File: config.mk
export PLATFORM = sky130hd
export DESIGN_NAME = btn_irq_ctrl
export DESIGN_NICKNAME = d
export VERILOG_FILES = /design/src/rtl/btn_irq_pkg.sv /design/src/rtl/btn_debounce.sv /design/src/rtl/btn_irq_ctrl.sv
export SDC_FILE = /design/constraint.sdc
export NUM_CORES = 1
export LEC_CHECK = 0
export BUFFER_PORTS_ARGS = -buffer_cell sky130_fd_sc_hd__buf_2
export CAP_MARGIN = 10
export CORE_AREA = 8 8 65 67
export CTS_BUF_LIST = sky130_fd_sc_hd__clkbuf_2
export DETAILED_ROUTE_END_ITERATION = 8
export DIE_AREA = 0 0 73 75
export PLACE_DENSITY = 0.75
export SLEW_MARGIN = 20
export SYNTH_ARGS = -nofsm -noshare
export SYNTH_HDL_FRONTEND = slang
export SYNTH_SLANG_ARGS = --single-unit
File: constraint.sdc
create_clock -name i_clk -period 1.6 [get_ports i_clk]
set_clock_uncertainty 0.15 [all_clocks]
set_input_delay 0.08 -clock i_clk [delete_from_list [all_inputs] [get_ports i_clk]]
set_output_delay 0.08 -clock i_clk [all_outputs]
set_load 0.02 [all_outputs]
File: src/rtl/btn_irq_pkg.sv
// Shared types and helpers for the push-button interrupt source.
package btn_irq_pkg;

    typedef enum logic [1:0] {
        MODE_OFF  = 2'b00,
        MODE_FALL = 2'b01,
        MODE_RISE = 2'b10,
        MODE_BOTH = 2'b11
    } edge_mode_e;

    function automatic int id_width(input int n);
        return (n <= 1) ? 1 : $clog2(n);
    endfunction

    function automatic logic edge_hit(
        input edge_mode_e m,
        input logic       rise,
        input logic       fall
    );
        logic hit;
        hit = 1'b0;
        unique case (m)
            MODE_OFF:  hit = 1'b0;
            MODE_FALL: hit = fall;
            MODE_RISE: hit = rise;
            MODE_BOTH: hit = rise | fall;
            default:   hit = 1'b0;
        endcase
        return hit;
    endfunction

endpackage

File: src/rtl/btn_debounce.sv
// One button channel: 2-flop synchroniser, stable-count debouncer and
// registered rise/fall pulses aligned with the debounced toggle.
module btn_debounce #(
    parameter int   DEB_CYCLES = 16,
    parameter logic IDLE_LEVEL = 1'b1
) (
    input  logic i_clk,
    input  logic i_rst,
    input  logic i_btn,
    output logic o_level,
    output logic o_rise,
    output logic o_fall
);

    localparam int CNT_W = (DEB_CYCLES > 1) ? $clog2(DEB_CYCLES) : 1;
    localparam logic [CNT_W-1:0] CNT_LAST = CNT_W'(DEB_CYCLES - 1);

    logic [1:0]       sync_q;
    logic [CNT_W-1:0] cnt_q;
    logic             level_q;
    logic             mismatch;

    assign mismatch = sync_q[1] ^ level_q;
    assign o_level  = level_q;

    always_ff @(posedge i_clk or posedge i_rst) begin
        if (i_rst) begin
            sync_q  <= {2{IDLE_LEVEL}};
            cnt_q   <= '0;
            level_q <= IDLE_LEVEL;
            o_rise  <= 1'b0;
            o_fall  <= 1'b0;
        end else begin
            sync_q <= {sync_q[0], i_btn};
            o_rise <= 1'b0;
            o_fall <= 1'b0;
            if (!mismatch) begin
                cnt_q <= '0;
            end else if (cnt_q == CNT_LAST) begin
                // Accept the new level; pulse reflects the direction taken
                level_q <= ~level_q;
                cnt_q   <= '0;
                o_rise  <= ~level_q;
                o_fall  <= level_q;
            end else begin
                cnt_q <= cnt_q + CNT_W'(1);
            end
        end
    end

endmodule

File: src/rtl/btn_irq_ctrl.sv
// Push-button interrupt source: per-channel debounce, pending latch,
// mask, lowest-index priority and registered request to the core.
module btn_irq_ctrl
    import btn_irq_pkg::*;
#(
    parameter int   N_CH       = 4,
    parameter int   DEB_CYCLES = 16,
    parameter logic IDLE_LEVEL = 1'b1,
    parameter int   ID_W       = id_width(N_CH)
) (
    input  logic              i_clk,
    input  logic              i_rst,
    input  logic [N_CH-1:0]   i_btn,
    input  logic [2*N_CH-1:0] i_mode,
    input  logic [N_CH-1:0]   i_mask_en,
    input  logic              i_ack,
    input  logic [ID_W-1:0]   i_ack_id,
    output logic              o_irq,
    output logic [ID_W-1:0]   o_irq_id,
    output logic [N_CH-1:0]   o_pending,
    output logic [N_CH-1:0]   o_btn_level
);

    logic [N_CH-1:0] rise;
    logic [N_CH-1:0] fall;
    logic [N_CH-1:0] set_vec;
    logic [N_CH-1:0] ack_vec;
    logic [N_CH-1:0] pend_q;
    logic [N_CH-1:0] req;
    logic [ID_W-1:0] enc;

    for (genvar k = 0; k < N_CH; k++) begin : g_ch
        btn_debounce #(
            .DEB_CYCLES (DEB_CYCLES),
            .IDLE_LEVEL (IDLE_LEVEL)
        ) u_deb (
            .i_clk   (i_clk),
            .i_rst   (i_rst),
            .i_btn   (i_btn[k]),
            .o_level (o_btn_level[k]),
            .o_rise  (rise[k]),
            .o_fall  (fall[k])
        );

        assign set_vec[k] = edge_hit(edge_mode_e'(i_mode[2*k +: 2]),
                                     rise[k], fall[k]);
    end

    // Out-of-range ids simply match no channel
    always_comb begin
        ack_vec = '0;
        for (int k = 0; k < N_CH; k++) begin
            ack_vec[k] = i_ack && (int'(i_ack_id) == k);
        end
    end

    assign req = pend_q & i_mask_en;

    always_comb begin
        enc = '0;
        for (int k = N_CH - 1; k >= 0; k--) begin
            if (req[k]) enc = ID_W'(k);
        end
    end

    // New events take precedence over a same-cycle claim
    always_ff @(posedge i_clk or posedge i_rst) begin
        if (i_rst) begin
            pend_q   <= '0;
            o_irq    <= 1'b0;
            o_irq_id <= '0;
        end else begin
            pend_q <= (pend_q & ~ack_vec) | set_vec;
            o_irq  <= |req;
            if (|req) o_irq_id <= enc;
        end
    end

    assign o_pending = pend_q;

endmodule

==> impl_metrics.json, run 1 <==
{
  "synthArstFlopShare_pct": 100,
  "cts-root-buf": "clkbuf_2",
  "synth_cells": 131,
  "cap_violations": 0,
  "fin_area_um2": 2170,
  "worstSetupEndpointType": "flip-flop",
  "yosysTopAreaCellShare_pct": 45.3,
  "antenna_found_initial": 0,
  "yosys_warnings": 0,
  "remaining_drc_errors": 0,
  "die_area_um2": 5480,
  "start_util_pct": 53.0,
  "power_mw": 1.73,
  "cpPeakStageDelay_ns": 0.59,
  "dp_hpwl_um": 2270,
  "gp_congestion": 0.837,
  "firstDrtPassIters": 4,
  "clock_path_buffers": 2,
  "path_delay_family": "buffers and inverters",
  "wl_per_cell_um": 13.8,
  "fp.dieH_um": 75,
  "setup_tns_ns": 0,
  "final_util_pct": 67.1,
  "synth-adder-area-share_pct": 2.92,
  "synth_most_common_cell": "dfrtp_1",
  "max_freq_mhz": 644,
  "power-per-cell-area_nw_per_um2": 797,
  "cts_tree": "yes",
  "final_cells": 236,
  "outcome": "completed",
  "hp-class": "in2reg",
  "grtUsageMet1_pct": 13.8,
  "dp.cells": 205,
  "min_period_ns": 1.55,
  "ys_seq_area_share_pct": 63.6,
  "synthSimpleGateAreaFrac_pct": 13.9,
  "via_per_inst": 5.05,
  "synth-edff-count": 0,
  "grt_pass1_vias": 1285,
  "drive_gt1_share_pct": 31.6,
  "cts_buffers": 5,
  "worstPathCellList": "dlygate4sd3_1, buf_2, nand3_1, a222oi_1, dlygate4sd3_1, inv_1",
  "synth_mux_area_share_pct": 2.85,
  "vias": 1192,
  "slew_violations": 0,
  "final-hold-violation-count": 0,
  "cp_max_fo": 4,
  "synth_top_family_by_area": "simple AND/OR/NAND/NOR gates",
  "met3_usage_pct": 4.26,
  "nFillCells": 248,
  "ant_nets": 0,
  "syn_area_um2": 1710,
  "synthTopCellsByCount": "dfrtp_1, dfstp_2, nor3b_1, a21oi_1",
  "worstMarginPinSlew_ns": 0.503,
  "slew_headroom_pct": 66.5,
  "num_antenna_cells": 0,
  "setup_viol": 0,
  "whs_path_depth": 2,
  "core_um2": 3230,
  "insertion_delay_ns": 0.38,
  "rows": 21,
  "ir_drop_mv": 0.569,
  "placed_cell_area_um2": 1900,
  "post_cts_resized": 0,
  "crit_path_start_kind": "input port",
  "use_met2_pct": 24.0,
  "cp_slowest_cell": "dlygate4sd3_1",
  "crit_required_ns": 1.76,
  "cts.sinks": 43,
  "initialDrtViolationCount": 67,
  "grt_max_degree": 44,
  "period_share_pct": 97.1,
  "grt_overflow": 0,
  "path_depth": 6,
  "path_clk_slew_ns": 0.19,
  "synth.distinct_cells": 25,
  "synth_top_cells_by_area": "dfrtp_1, dfstp_2, nor3b_1",
  "rsz0062_at_grt": "no",
  "nNetsFinal": 214,
  "grt_pass1_wl_um": 5640,
  "path_buf_inv": 4,
  "reg2reg_depth": 3,
  "p_leak_nw": 1.01,
  "syn_nets": 156,
  "io_buffers": 31,
  "synthXorXnorAreaFrac_pct": 4.09,
  "ios": 32,
  "worst-setup-path-type": "in2reg",
  "crit_arrival_ns": 1.71,
  "ys.flop_type": "dfrtp_1",
  "die_x_um": 73,
  "ys_ff_latch": 43,
  "syn_area_per_cell_um2": 13.1,
  "path_common_cell": "dlygate4sd3_1",
  "track_usage_pct": 13.4,
  "synth_compound_area_share_pct": 9.12,
  "areaGrowthSynthToFinish_pct": 26.6,
  "grt-busiest-layer": "met2",
  "cts_max_level": 2,
  "synth.largest_area_cell": "dfrtp_1",
  "finalWirelength_um": 3250
}
==> sequential cells by signal, indices dropped and copies added (netlist names) <==
register            flops
o_irq                   1
g_ch.u_deb.sync_q       8
g_ch.u_deb.o_level      4
g_ch.u_deb.o_rise       4
o_pending               4
o_irq_id                2
g_ch.u_deb.o_fall       4
g_ch.u_deb.cnt_q       16
==> power breakdown <==
part | internal (mW) | leakage (nW) | total (mW) | switching, mW
registers | 1.13 | 0.543 | 1.17 | 0.0346
logic | 0.0844 | 0.436 | 0.153 | 0.0684
clock network | 0.105 | 0.0281 | 0.410 | 0.305
total | 1.32 | 1.01 | 1.73 | 0.408
==> placed cells by master (no fill, tap or decap) <==
cell type and count:
nand3_2 4, nor2b_1 3, o21ai_0 6, a311oi_1 1, nand4b_1 4, dfstp_2 12, nand2b_1 1, clkbuf_2 6
buf_4 2, a222oi_1 2, nor2_1 4, a21o_1 1, ha_1 4, xnor2_1 8, dlygate4sd3_1 22, nand2_1 5
mux2_2 3, nand3b_1 1, and2b_2 1, nand3_1 1, dfrtp_1 31, mux2_4 1, a22oi_1 5, nor3b_1 11
a21oi_1 9, inv_1 8, a21boi_0 1, buf_2 31, clkinv_1 2
==> repair_timing <==
action / 4_1_cts / 5_1_grt
hold buffers: 22 / 2
endpoints found under the hold margin: 54 / 1
setup endpoints to repair: 0 / 3
setup buffers: 0 / 1
==> layer usage <==
metal	wire [um]	part of all wire [%]	up-vias
met5	0	0	-
met1	1300	40	580
li1	-	-	572
met2	1690	52	33
met3	205	6.3	7
met4	51	1.6	0
==> logic make-up after synthesis <==
group | after synthesis
AND/OR/NAND/NOR | 35
multiplexers | 4
buffers and inverters | 12
AO/OA/AOI/OAI | 25
XOR/XNOR | 8
adder cells (fa/ha/maj) | 4
flip-flops | 43
==> worst paths after layout <==
kind | start | end | slack, ns
min in group asynchronous | i_rst | g_ch[3].u_deb.cnt_q[0] | 0.19
worst min register to register | g_ch[0].u_deb.sync_q[0] | g_ch[0].u_deb.sync_q[1] | 0.22
worst max-delay path | i_ack | o_pending[3] | 0.05
max in group asynchronous | i_rst | g_ch[2].u_deb.sync_q[0] | 0.73
worst min-delay path | i_btn[3] | g_ch[3].u_deb.sync_q[0] | 0.16
worst max register to register | g_ch[3].u_deb.o_fall | o_pending[3] | 0.05
==> cell type report <==
cell class / instances / area [um^2] / share of cell area [%]
Sequential cell: 43 / 1090 / 50.3
Multi-Input combinational cell: 76 / 563 / 26.0
Timing Repair Buffer: 55 / 390 / 18.0
Tap cell: 46 / 57.6 / 2.65
Clock buffer: 6 / 30.0 / 1.38
Inverter: 8 / 30.0 / 1.38
Clock inverter: 2 / 7.51 / 0.346
==> metrics by stage <==
step           hold slack, ns  setup slack (ns)
2_1_floorplan         -0.0655             0.335
3_3_place_gp           0.0347             0.319
3_5_place_dp           0.0362             0.254
4_1_cts                 0.145            0.0528
5_1_grt                 0.139            0.0102
6_report                0.164            0.0468
Note: power is estimated with default switching activity, not from simulation.
==> inputs of run 2 (changes only) <==
Settings changed: PLACE_DENSITY 0.75 to 0.74, SYNTH_HIERARCHICAL set to 1.
==> run 2 against run 1 <==
Combinational power rose by 6%. Total power rose by 21%. Design area rose by 4.6%. Non-clock buffer count rose by 1. Critical endpoint unchanged. Via count did not move. Final cell count fell by 1.7%. Clock power rose by 86%. Sequential power barely moved. First-iteration DRC count fell by 40%. Synthesized area barely moved.
==> impl_metrics.json, run 2 <==
{
  "antenna_found_initial": 0,
  "syn_nets": 147,
  "track_usage_pct": 13.8,
  "regToRegSetupSlack_ns": 0.04,
  "cts.sinks": 43,
  "firstDrtPassIters": 4,
  "largest_reg_flops": 16,
  "synthArstFlopShare_pct": 100,
  "syn_area_um2": 1710,
  "cts_buffers": 5,
  "cp_max_fo": 1,
  "ir_drop_mv": 0.495,
  "reg_top3": "g_ch.u_deb/cnt_q x16, g_ch.u_deb/sync_q x8",
  "nFillCells": 230,
  "post_cts.repair.setup_buffers": 0,
  "synth.distinct_cells": 25,
  "r2r-start": "g_ch[3].u_deb/o_fall",
  "wl_per_cell_um": 14.2,
  "outcome": "completed",
  "nNetsFinal": 210,
  "period_share_pct": 97.6,
  "synth_most_common_cell": "dfrtp_1",
  "synth_top_cells_by_area": "dfrtp_1, dfstp_2, nor3b_1",
  "largest_register": "g_ch.u_deb/cnt_q",
  "synth-edff-count": 0,
  "vias": 1192,
  "grt_pass1_vias": 1306,
  "ys.flop_type": "dfrtp_1",
  "setup_slack_ns": 0.0379,
  "die_area_um2": 5480,
  "gp_congestion": 0.815,
  "worstSetupEndpointType": "flip-flop",
  "ys_ff_latch": 43,
  "hp-class": "in2async",
  "yosysTopAreaCellShare_pct": 45.3,
  "finalWirelength_um": 3290,
  "rsz0062_at_grt": "no",
  "via_per_inst": 5.14,
  "fp.dieH_um": 75,
  "ys_seq_area_share_pct": 63.7,
  "synth_cells": 122,
  "ant_nets": 0,
  "grt_overflow": 0,
  "holdWs_ns": 0.0665,
  "initialDrtViolationCount": 40,
  "syn_area_per_cell_um2": 14.0,
  "grt_pass1_wl_um": 5710,
  "worst-setup-path-type": "reg2reg",
  "setup_tns_ns": 0,
  "cap_violations": 0,
  "yosys_warnings": 6,
  "pre_cts_slack_ns": 0.212,
  "p_leak_nw": 1.10,
  "crit_required_ns": 1.75,
  "slew_headroom_pct": 75.0,
  "ios": 32,
  "insertion_delay_ns": 0.40,
  "dp_hpwl_um": 2190,
  "clock_path_buffers": 2,
  "setup_viol": 0,
  "drive_gt1_share_pct": 33.3,
  "worstMarginPinSlew_ns": 0.373,
  "power-per-cell-area_nw_per_um2": 922,
  "start_util_pct": 53.0,
  "crit_path_start_kind": "flip-flop",
  "cts-root-buf": "clkbuf_2",
  "cts_tree": "yes",
  "post_cts_resized": 0,
  "rows": 21,
  "reg2reg_to": "o_pending[3]",
  "synthTopCellsByCount": "dfrtp_1, nor3b_1, dfstp_2, xnor2_1, inv_1",
  "die_x_um": 73,
  "path_clk_slew_ns": 0.20,
  "layout_common_cells": "dfrtp_1, buf_2, dlygate4sd3_1, nor3b_1, dfstp_2",
  "max_freq_mhz": 640,
  "crit_arrival_ns": 1.71,
  "slew_violations": 0,
  "remaining_drc_errors": 0,
  "core_um2": 3230,
  "num_antenna_cells": 0,
  "reg2reg_depth": 3,
  "min_period_ns": 1.56,
  "final-hold-violation-count": 0,
  "areaGrowthSynthToFinish_pct": 32.4,
  "grt_max_degree": 15,
  "synth.largest_area_cell": "dfrtp_1",
  "cts_max_level": 2,
  "io_buffers": 31
}
-- run 2: final cells by class --
type | instances | area (um^2) | area share [%]
sequential | 43 | 1090 | 48.1
multi-input combinational | 72 | 596 | 26.3
timing repair buffer | 56 | 405 | 17.9
clock inverter | 3 | 67.6 | 2.98
tap | 46 | 57.6 | 2.54
inverter | 7 | 26.3 | 1.16
clock buffer | 5 | 25.0 | 1.10
-- run 2: logic make-up (layout without fill, tap and decap cells) --
group | count (synthesis) | in the layout | synth area share (%)
compound gates | 25 | 25 | 11.9
mux | 4 | 4 | 3.51
simple gates | 31 | 31 | 12.3
buf+inv | 7 | 71 | 1.53
fa+ha+maj | 4 | 4 | 2.92
xor+xnor | 8 | 8 | 4.09
flops | 43 | 43 | 63.7
-- run 2: stage by stage --
stage	util, %	cell area [um^2]	instances	total power, mW
after floorplan	-	1710	122	1.25
after global routing	70.2	2270	232	2.19
after global placement	59.6	1930	199	1.30
final	70.2	2270	232	2.09
after CTS	70.2	2270	232	2.11
after detailed placement	59.6	1930	199	1.31
-- run 2: metal layers --
| layer | routed length, um | GRT usage [%] | vias to the layer above |
|---|---|---|---|
| met5 | 0 | 0 | - |
| met4 | 74 | 6.00 | 0 |
| met3 | 219 | 5.86 | 10 |
| met2 | 1670 | 25.0 | 31 |
| met1 | 1330 | 13.4 | 585 |
| li1 | - | - | 566 |
-- run 2: power by group --
part	internal [mW]	total, mW	switching (mW)
Combinational	0.0903	0.162	0.0717
Sequential	1.13	1.17	0.0338
Clock	0.420	0.764	0.344
Total	1.64	2.09	0.449
-- run 2: worst max path at each step --
| stage | end | depth (start not counted) | slack (ns) | startpoint |
|---|---|---|---|---|
| finish | o_pending[3] | 3 | 0.04 | g_ch[3].u_deb/o_fall |
| global route | o_pending[3] | 3 | 0.001 | g_ch[3].u_deb/o_fall |
| CTS | o_pending[3] | 3 | 0.03 | g_ch[3].u_deb/o_fall |
| detailed placement | g_ch[3].u_deb/cnt_q[3] | 3 | 0.21 | g_ch[3].u_deb/cnt_q[0] |
| global placement | g_ch[2].u_deb/cnt_q[3] | 3 | 0.31 | g_ch[2].u_deb/cnt_q[0] |
| floorplan | g_ch[0].u_deb/o_level | 3 | 0.34 | g_ch[0].u_deb/cnt_q[0] |
-- run 2: repair_timing --
action,4_1_cts,5_1_grt
hold buffers,25,1
hold endpoints to repair,54,1
setup endpoints to repair,0,1
-- run 2: critical path, cell delays in order (launching register included) --
cell	delay (ns)
dfrtp_1	0.40
a22o_1	0.20
dlygate4sd3_1	0.56
a21o_1	0.16
